===== src/rtl/weighted_round_robin_arbiter_pkg.sv =====
// Shared types and helpers for the weighted round-robin arbiter.
// Holds the arbiter FSM state encoding and the weight-to-credit conversion.
package weighted_round_robin_arbiter_pkg;

    typedef enum logic {
        IDLE    = 1'b0,
        GRANTED = 1'b1
    } arb_state_t;

    // Widest weight the conversion helper accepts; callers resize to their own width.
    localparam int MAX_WEIGHT_WIDTH = 16;

    // A zero weight still earns one beat, so a granted channel always makes progress.
    function automatic logic [MAX_WEIGHT_WIDTH-1:0] weight_to_credit(
        input logic [MAX_WEIGHT_WIDTH-1:0] weight
    );
        return (weight == '0) ? MAX_WEIGHT_WIDTH'(1) : weight;
    endfunction

endpackage


===== src/rtl/rotating_priority_encoder.sv =====
// Cyclic first-one search: returns the first asserted request at or after
// pointer, wrapping past SIZE-1 back to channel 0.
module rotating_priority_encoder #(
    parameter int SIZE = 4,
    localparam int INDEX_WIDTH = $clog2(SIZE)
) (
    input  logic [SIZE-1:0]        requests,
    input  logic [INDEX_WIDTH-1:0] pointer,
    output logic [SIZE-1:0]        selected,
    output logic [INDEX_WIDTH-1:0] selected_index,
    output logic                   found
);

    logic [INDEX_WIDTH:0]   sum;
    logic [INDEX_WIDTH-1:0] candidate;

    always_comb begin
        selected       = '0;
        selected_index = '0;
        found          = 1'b0;
        sum            = '0;
        candidate      = '0;
        for (int offset = 0; offset < SIZE; offset++) begin
            // One extra bit keeps the wrap correct for non-power-of-two SIZE.
            sum = {1'b0, pointer} + (INDEX_WIDTH+1)'(offset);
            if (sum >= (INDEX_WIDTH+1)'(SIZE)) begin
                sum = sum - (INDEX_WIDTH+1)'(SIZE);
            end
            candidate = sum[INDEX_WIDTH-1:0];
            if (!found && requests[candidate]) begin
                found               = 1'b1;
                selected[candidate] = 1'b1;
                selected_index      = candidate;
            end
        end
    end

endmodule


===== src/rtl/weighted_round_robin_arbiter.sv =====
// Registered weighted round-robin arbiter: each grant holds for up to `weight`
// accepted beats. Optional WEIGHTED_ROUND_ROBIN_ARBITER_LOCK_EN adds a `lock` input.
module weighted_round_robin_arbiter
    import weighted_round_robin_arbiter_pkg::*;
#(
    parameter int SIZE         = 4,
    parameter int WEIGHT_WIDTH = 4,
    localparam int INDEX_WIDTH = $clog2(SIZE)
) (
    input  logic                         clock,
    input  logic                         reset,
    input  logic [SIZE-1:0]              requests,
    input  logic [SIZE*WEIGHT_WIDTH-1:0] weights,
    input  logic                         grant_ready,
`ifdef WEIGHTED_ROUND_ROBIN_ARBITER_LOCK_EN
    input  logic                         lock,
`endif
    output logic [SIZE-1:0]              grant,
    output logic [INDEX_WIDTH-1:0]       grant_index,
    output logic                         grant_valid,
    output arb_state_t                   debug_state,
    output logic [WEIGHT_WIDTH-1:0]      debug_credit,
    output logic [INDEX_WIDTH-1:0]       debug_pointer
);

    // Handshake: a beat moves on a rising clock edge when grant_valid and
    // grant_ready are both high; grant_valid never waits on grant_ready.

    arb_state_t               state, state_next;
    logic [SIZE-1:0]          grant_next;
    logic [INDEX_WIDTH-1:0]   index_next;
    logic [WEIGHT_WIDTH-1:0]  credit, credit_next;
    logic [INDEX_WIDTH-1:0]   pointer, pointer_next;

    logic                     lock_active;
    logic                     rotate;
    logic [INDEX_WIDTH-1:0]   rotate_pointer;
    logic [SIZE-1:0]          other_requests;
    logic [SIZE-1:0]          search_requests;
    logic [INDEX_WIDTH-1:0]   search_pointer;
    logic [SIZE-1:0]          selected;
    logic [INDEX_WIDTH-1:0]   selected_index;
    logic                     found;
    logic [WEIGHT_WIDTH-1:0]  selected_weight;
    logic [WEIGHT_WIDTH-1:0]  load_credit;

`ifdef WEIGHTED_ROUND_ROBIN_ARBITER_LOCK_EN
    assign lock_active = lock;
`else
    assign lock_active = 1'b0;
`endif

    assign grant_valid   = |(grant & requests);
    assign debug_state   = state;
    assign debug_credit  = credit;
    assign debug_pointer = pointer;

    assign rotate_pointer = (grant_index == INDEX_WIDTH'(SIZE-1)) ? '0 : grant_index + 1'b1;

    // On rotation the current owner competes only when nobody else is asking.
    assign other_requests  = requests & ~grant;
    assign search_requests = (state == IDLE) ? requests :
                             (|other_requests) ? other_requests : requests;
    assign search_pointer  = (state == IDLE) ? pointer : rotate_pointer;

    rotating_priority_encoder #(
        .SIZE (SIZE)
    ) u_encoder (
        .requests       (search_requests),
        .pointer        (search_pointer),
        .selected       (selected),
        .selected_index (selected_index),
        .found          (found)
    );

    always_comb begin
        selected_weight = '0;
        for (int i = 0; i < SIZE; i++) begin
            if (selected_index == INDEX_WIDTH'(i)) begin
                selected_weight = weights[i*WEIGHT_WIDTH +: WEIGHT_WIDTH];
            end
        end
    end

    assign load_credit = WEIGHT_WIDTH'(weight_to_credit(MAX_WEIGHT_WIDTH'(selected_weight)));

    always_comb begin
        state_next   = state;
        grant_next   = grant;
        index_next   = grant_index;
        credit_next  = credit;
        pointer_next = pointer;
        rotate       = 1'b0;

        case (state)
            IDLE: begin
                if (found) begin
                    state_next  = GRANTED;
                    grant_next  = selected;
                    index_next  = selected_index;
                    credit_next = load_credit;
                end
            end
            GRANTED: begin
                if (!grant_valid) begin
                    rotate = 1'b1;
                end else if (grant_ready) begin
                    // Credit 0 here means a locked extension past the weight.
                    if (credit <= WEIGHT_WIDTH'(1)) begin
                        if (lock_active) begin
                            credit_next = '0;
                        end else begin
                            rotate = 1'b1;
                        end
                    end else begin
                        credit_next = credit - 1'b1;
                    end
                end
            end
            default: begin
                state_next = IDLE;
                grant_next = '0;
                index_next = '0;
            end
        endcase

        if (rotate) begin
            pointer_next = rotate_pointer;
            if (found) begin
                grant_next  = selected;
                index_next  = selected_index;
                credit_next = load_credit;
            end else begin
                state_next  = IDLE;
                grant_next  = '0;
                index_next  = '0;
                credit_next = '0;
            end
        end
    end

    always_ff @(posedge clock) begin
        if (reset) begin
            state       <= IDLE;
            grant       <= '0;
            grant_index <= '0;
            credit      <= '0;
            pointer     <= '0;
        end else begin
            state       <= state_next;
            grant       <= grant_next;
            grant_index <= index_next;
            credit      <= credit_next;
            pointer     <= pointer_next;
        end
    end

    // Structural invariants of the registered grant.
    assert property (@(posedge clock) disable iff (reset) $onehot0(grant));
    assert property (@(posedge clock) disable iff (reset) (state == IDLE) == (grant == '0));
    assert property (@(posedge clock) disable iff (reset)
                     (grant != '0) |-> grant[grant_index]);

endmodule


===== config.mk =====
export PLATFORM = sky130hd
export DESIGN_NAME = weighted_round_robin_arbiter
export DESIGN_NICKNAME = d
export VERILOG_FILES = /design/src/rtl/weighted_round_robin_arbiter_pkg.sv /design/src/rtl/rotating_priority_encoder.sv /design/src/rtl/weighted_round_robin_arbiter.sv
export SDC_FILE = /design/constraint.sdc
export NUM_CORES = 1
export LEC_CHECK = 0
export ABC_AREA = 0
export CAP_MARGIN = 20
export CORE_ASPECT_RATIO = 1.25
export CORE_MARGIN = 5
export CORE_UTILIZATION = 49
export DETAILED_ROUTE_END_ITERATION = 10
export GPL_ROUTABILITY_DRIVEN = 0
export PLACE_DENSITY = 0.91
export SLEW_MARGIN = 5
export SYNTH_ARGS = -nofsm -noshare
export SYNTH_HDL_FRONTEND = slang
export SYNTH_SLANG_ARGS = --single-unit

===== constraint.sdc =====
create_clock -name clock -period 3.7 [get_ports clock]
set_input_delay 0.74 -clock clock [delete_from_list [all_inputs] [get_ports clock]]
set_output_delay 0.74 -clock clock [all_outputs]
set_load 0.03 [all_outputs]

# Word level (Yosys, flattened, before mapping)
# Cells that the tools add are included.
# word_totals
ff_bits,13
in_bits,23
output_inout_bits,14
word_cells,124
# classes
add_sub_neg,9
n_lt_le_gt_ge,13
n_eq_ne,9
muxes,64
bitwise,7
reduce_logical,17
# ops
cell,count
$mux 4,21
$mux 2,14
$mux 1,20
$lt 2x3->1 const B,4
$or 4x4->4,3
$ge 3x3->1 const B,3
$and 4x4->4,2
$bmux 1 s2,4
$demux 1 s2,4
$ge 2x1->1 const B,4
$pmux 4 s2,1
$reduce_or 4->1,2
$sub 2x1->2 const B,4
$logic_and 1x1->1,7
$add 2x2->3 const B,2
$eq 2x2->1 const B,3
$ne 3x2->1 const B,2
$ne 3x3->1 const B,2
$le 4x1->1 const B,1
$logic_not 4->1,1
$not 4->4,1
$reduce_and 4->1,1
$sub 4x1->4 const B,1
$add 2x1->3 const B,1
9 further kinds,11

# Depth between registers and ports, before layout
# depth
ltp_word,27
mapped_depth,11
mapped_depth_nobuf,10

# By module
# A second synthesis with hierarchy kept.
# hier_totals
hier_cells,139
area_unflattened_um2,1262.5
# modules_own_cells
module,instances,cells_each,area_each_um2,seq_area_each_um2
weighted_round_robin_arbiter,1,94,840.8,260.2
rotating_priority_encoder,1,45,421.7,0.0

# Worst setup path before layout
# No wires, ideal clock.
# synth_path
kind,reg2reg
startpoint,register grant_index[0]
endpoint,"register credit[0], in the netlist debug_credit[0]"
arrival_ns,2.920
slack_ns,0.648
path_stages_with_launch,11
synth_period_minus_slack_ns,3.052
path_cell_list,dfxtp_1 -> ha_1 -> mux2i_2 -> ha_1 -> mux4_2 -> a21oi_4 -> nor3_2 -> or2_1 -> buf_4 -> o2111ai_1 -> o211ai_1
# synth_between
elab_chain_len,27
elab_cells_between_ends,57
# synth_lines
element,line_no,source
"start, declared",weighted_round_robin_arbiter.sv:19,"output logic [INDEX_WIDTH-1:0] grant_index,"
"start signal, assigned",weighted_round_robin_arbiter.sv:152,grant_index <= index_next;
$add 2x1->2 or $eq 2x2->1 (tied branches),weighted_round_robin_arbiter.sv:58,assign rotate_pointer = (grant_index == INDEX_WIDTH'(SIZE-1)) ? '0 : grant_index + 1'b1;
$mux 2 (*),weighted_round_robin_arbiter.sv:58,
via rotate_pointer[1],weighted_round_robin_arbiter.sv:37,logic [INDEX_WIDTH-1:0] rotate_pointer;
$mux 2 (*),weighted_round_robin_arbiter.sv:64,assign search_pointer = (state == IDLE) ? pointer : rotate_pointer;
"parallel branches: the longest is 24 deep, another holds $add 2x1->3",--,
"end signal, assigned",weighted_round_robin_arbiter.sv:153,credit <= credit_next;
"end, declared",weighted_round_robin_arbiter.sv:32,"logic [WEIGHT_WIDTH-1:0] credit, credit_next;"
# Mark *: on every way through the listed nets, which the timed path passes. The select of a mux whose other input is x is not followed.
# A chain may end at the register's enable or synchronous reset.

# Worst setup path in the final report
# layout_path
startpoint,input requests[1]
endpoint,"register credit[2], in the netlist debug_credit[2]"
# layout_between
elab_chain_len,26
elab_cells_between_ends,49
# layout_lines
element,line_no,source
"start, declared",weighted_round_robin_arbiter.sv:12,"input logic [SIZE-1:0] requests,"
$and 4x4->4,weighted_round_robin_arbiter.sv:61,assign other_requests = requests & ~grant;
$reduce_or 4->1,weighted_round_robin_arbiter.sv:63,(|other_requests) ? other_requests : requests;
$mux 4,weighted_round_robin_arbiter.sv:63,
$mux 4,weighted_round_robin_arbiter.sv:62,assign search_requests = (state == IDLE) ? requests :
$bmux 1 s2,rotating_priority_encoder.sv:30,if (!found && requests[candidate]) begin
$mux 1 (implied by the code),rotating_priority_encoder.sv:30,
$mux 1,rotating_priority_encoder.sv:30,
$logic_not 1->1,rotating_priority_encoder.sv:30,
[7 not listed],--,
$mux 2,rotating_priority_encoder.sv:30,
$logic_not 2->1,weighted_round_robin_arbiter.sv:79,if (selected_index == INDEX_WIDTH'(i)) begin
$mux 4 (4 in series),weighted_round_robin_arbiter.sv:79,
$logic_not 4->1,weighted_round_robin_arbiter_pkg.sv:17,return (weight == '0) ? MAX_WEIGHT_WIDTH'(1) : weight;
$mux 4,weighted_round_robin_arbiter_pkg.sv:17,
$mux 4,weighted_round_robin_arbiter.sv:97,if (found) begin
$pmux 4 s2,weighted_round_robin_arbiter.sv:95,case (state)
$mux 4,weighted_round_robin_arbiter.sv:127,if (rotate) begin
# Several ways; a longest one is shown, not always the timed one. The select of a mux whose other input is x is not followed.

==> run metrics <==
outcome finished, final reports clean; Layout area overhead 29.4%; post-place setup slack 0.0734 ns; Clock Path Buffers 2; P per Cell Area 820 nW/um^2; Hold Path Class reg2reg; RSZ-0062 raised after global routing no; Post-Synth Simple-Gate Area 20.8%; worst slew pin tran 0.709 ns; Finished Cell Area 1880 um^2; Post-Syn Area 1450 um^2; register bit total from synthesis 13; vias in the first global route 1558; cell count after synthesis 187; via count 1628; Max-cap violations 0; I/O pin count 37; type of the worst setup path in2reg; syn avg cell area 7.77 um^2; ANT cells 0; Final Critical Period 3.38 ns; HPWL Detailed 3220 um; commonest non-fill, non-tap cell in the layout clkdlybuf4s50_1; critical path peak fanout 9; DR WL/cell 15.4 um; Setup WS post-layout 0.321 ns; Req. time, crit path 3.88 ns; endpoints failing hold 0; core region area 2890 um^2; setup TNS 0 ns; crit-path max cell delay 0.54 ns; Sink Count 13; Setup Buffers After CTS 0; Max Clk Rate 296 MHz; max-slew violation count 0; Worst-path clk slew 0.08 ns; syn_nets 220; Leak 0.000739 uW; H-tree depth 1; starting density of the core 50.3%; CTS Hold Bufs 0; post-synthesis adder-cell area fraction 8.61%; CP Data Arrival Time 3.56 ns; 1st-iter DRT viols 91; nets 259; layout cells sized above 1 8.89%; Root Driver clkbuf_4; critical path, cell by cell clkdlybuf4s50_1, nand2b_1, a41o_1, a21oi_1, a32oi_1, nor3_2, or2_1, o2111ai_1, a311oi_1; CTS buffer count 3; fraction of the mapped netlist area in compound gates 40.4%; post-CTS sizing 0; DRC 0; drt first pass iters 5; crit start category input pin; CP delay by family, top compound AO/OA/AOI/OAI gates; post-synthesis xor/xnor area fraction 0.603%; Syn. warnings 0; Synth cell types 49; Chip Width 58.7 um; pin count of the biggest net entering global routing 17; Max IR drop VDD 0.000514 V; Clock Latency Late Sink 0.28 ns; drt total wl 4030 um; total die area 4160 um^2; Slew HR 52.7%; placement-stage cell area 1850 um^2; first-pass GRT wire length 6820 um; post-synthesis mux area share 6.03%; Die Y 70.9 um; CP endpoint kind flop; initial antenna violation count 0; Overflow after GRT 0; Post-Place Cells 257; most frequent cells in the layout clkdlybuf4s50_1 (36), nor2_1 (16), o21ai_0 (13), dfxtp_1 (13), nand2_1 (12); slowest stage cell, crit path clkdlybuf4s50_1; largest family of logic cells by synthesized area compound AO/OA/AOI/OAI gates; Port Buf Inserts 36; sequential area share after synthesis 17.9%; Global Route Usage Sum 20.2%; Site Rows 22; CTS tree yes; Clock Skew 0.00529 ns; ANT nets after route 0; Via density 6.24; final setup vio count 0; Finished Layout Cells 261; period utilization 91.3%; CP bufs+invs 1
cell families after synthesis:
logic type / count (synthesis)
simple gates: 61
mux: 7
fa+ha+maj: 10
flops: 13
compound gates: 77
buf+inv: 18
xor+xnor: 1
final timing paths:
path	start	endpoint	slack (ns)	cells past startpoint
setup / recovery	requests[1]	debug_credit[2]	0.32	9
hold / removal	debug_pointer[0]	debug_pointer[0]	0.51	2
setup reg to reg	debug_state	debug_credit[2]	0.33	9
hold reg to reg	debug_pointer[0]	debug_pointer[0]	0.51	2
worst reg2reg max path, cell delays in order (launching register included):
cell and delay [ns]:
dfxtp_1 0.70, and2b_1 0.28, nor2_1 0.33, buf_4 0.22
mux4_2 0.59, a21oi_4 0.24, nor3_2 0.12, or2_1 0.36
o2111ai_1 0.27, a311oi_1 0.13
per-stage QoR:
step / power, uW / hold slack (ns) / utilization (%)
after global placement: 1420 / 0.483 / 64.1
after CTS: 1530 / 0.506 / 65.0
final: 1540 / 0.507 / 65.0
after floorplan: 1120 / 0.594 / -
after global routing: 1670 / 0.544 / 65.0
after detailed placement: 1440 / 0.496 / 64.1
cells in the mapped netlist, drive strengths merged:
library cell  instances  share of area, %
a41o                  5               3.4
nand3                 6               2.1
or2                   4               1.7
a41oi                 4               2.4
dfxtp                13                18
o21a                  3               2.1
buf                   4               2.0
a2111oi               1              0.60
nor3                  7               2.8
o211ai                2               1.0
inv                  12               3.1
nand2                12               3.1
mux2                  1              0.78
a22oi                 9               5.0
a22o                  4               2.4
or3                   1              0.43
o41a                  1              0.78
nor3b                 1              0.52
a32oi                 2               1.2
nand2b                8               3.4
and2b                 1              0.52
a32o                  1              0.69
a31oi                 3               1.3
mux2i                 5               3.7
a21oi                11               4.6
mux4                  1               1.6
a311oi                4               2.4
nor2                 16               4.1
xnor2                 1              0.60
ha                   10               8.6
nor2b                 3               1.3
o2111ai               8               4.8
clkbuf                2              0.52
o21ai                14               4.8
a21boi                4               2.3
a211oi                1              0.52
and2                  1              0.43
nand4                 1              0.43
power breakdown:
| part | total [uW] | internal, uW | switching, uW |
|---|---|---|---|
| Sequential | 267 | 197 | 70.3 |
| Clock | 87.5 | 40.2 | 47.3 |
| Combinational | 1190 | 495 | 692 |
metal layers:
metal  track usage [%]  up-vias  part of all wire, %
li1                  -      805                    -
met1              26.7      753                   42
met2              32.7       63                   51
met3              1.82        7                  5.0
met4              9.32        0                  2.0
met5                 0        -                    0
registers in the layout, summed over array words and instances (netlist names):
name and cells:
debug_credit 4, debug_pointer 2, debug_state 1, grant 4
grant_index 2
layout make-up:
| type | instances | area, um^2 |
|---|---|---|
| clock buffer | 3 | 22.5 |
| fill | 244 | 1010 |
| clock inverter | 1 | 5.00 |
| inverter | 12 | 45.0 |
| tap | 36 | 45.0 |
| timing repair buffer | 40 | 390 |
| multi-input combinational | 156 | 1110 |
| sequential | 13 | 260 |
(Power assumes the default switching activity.)
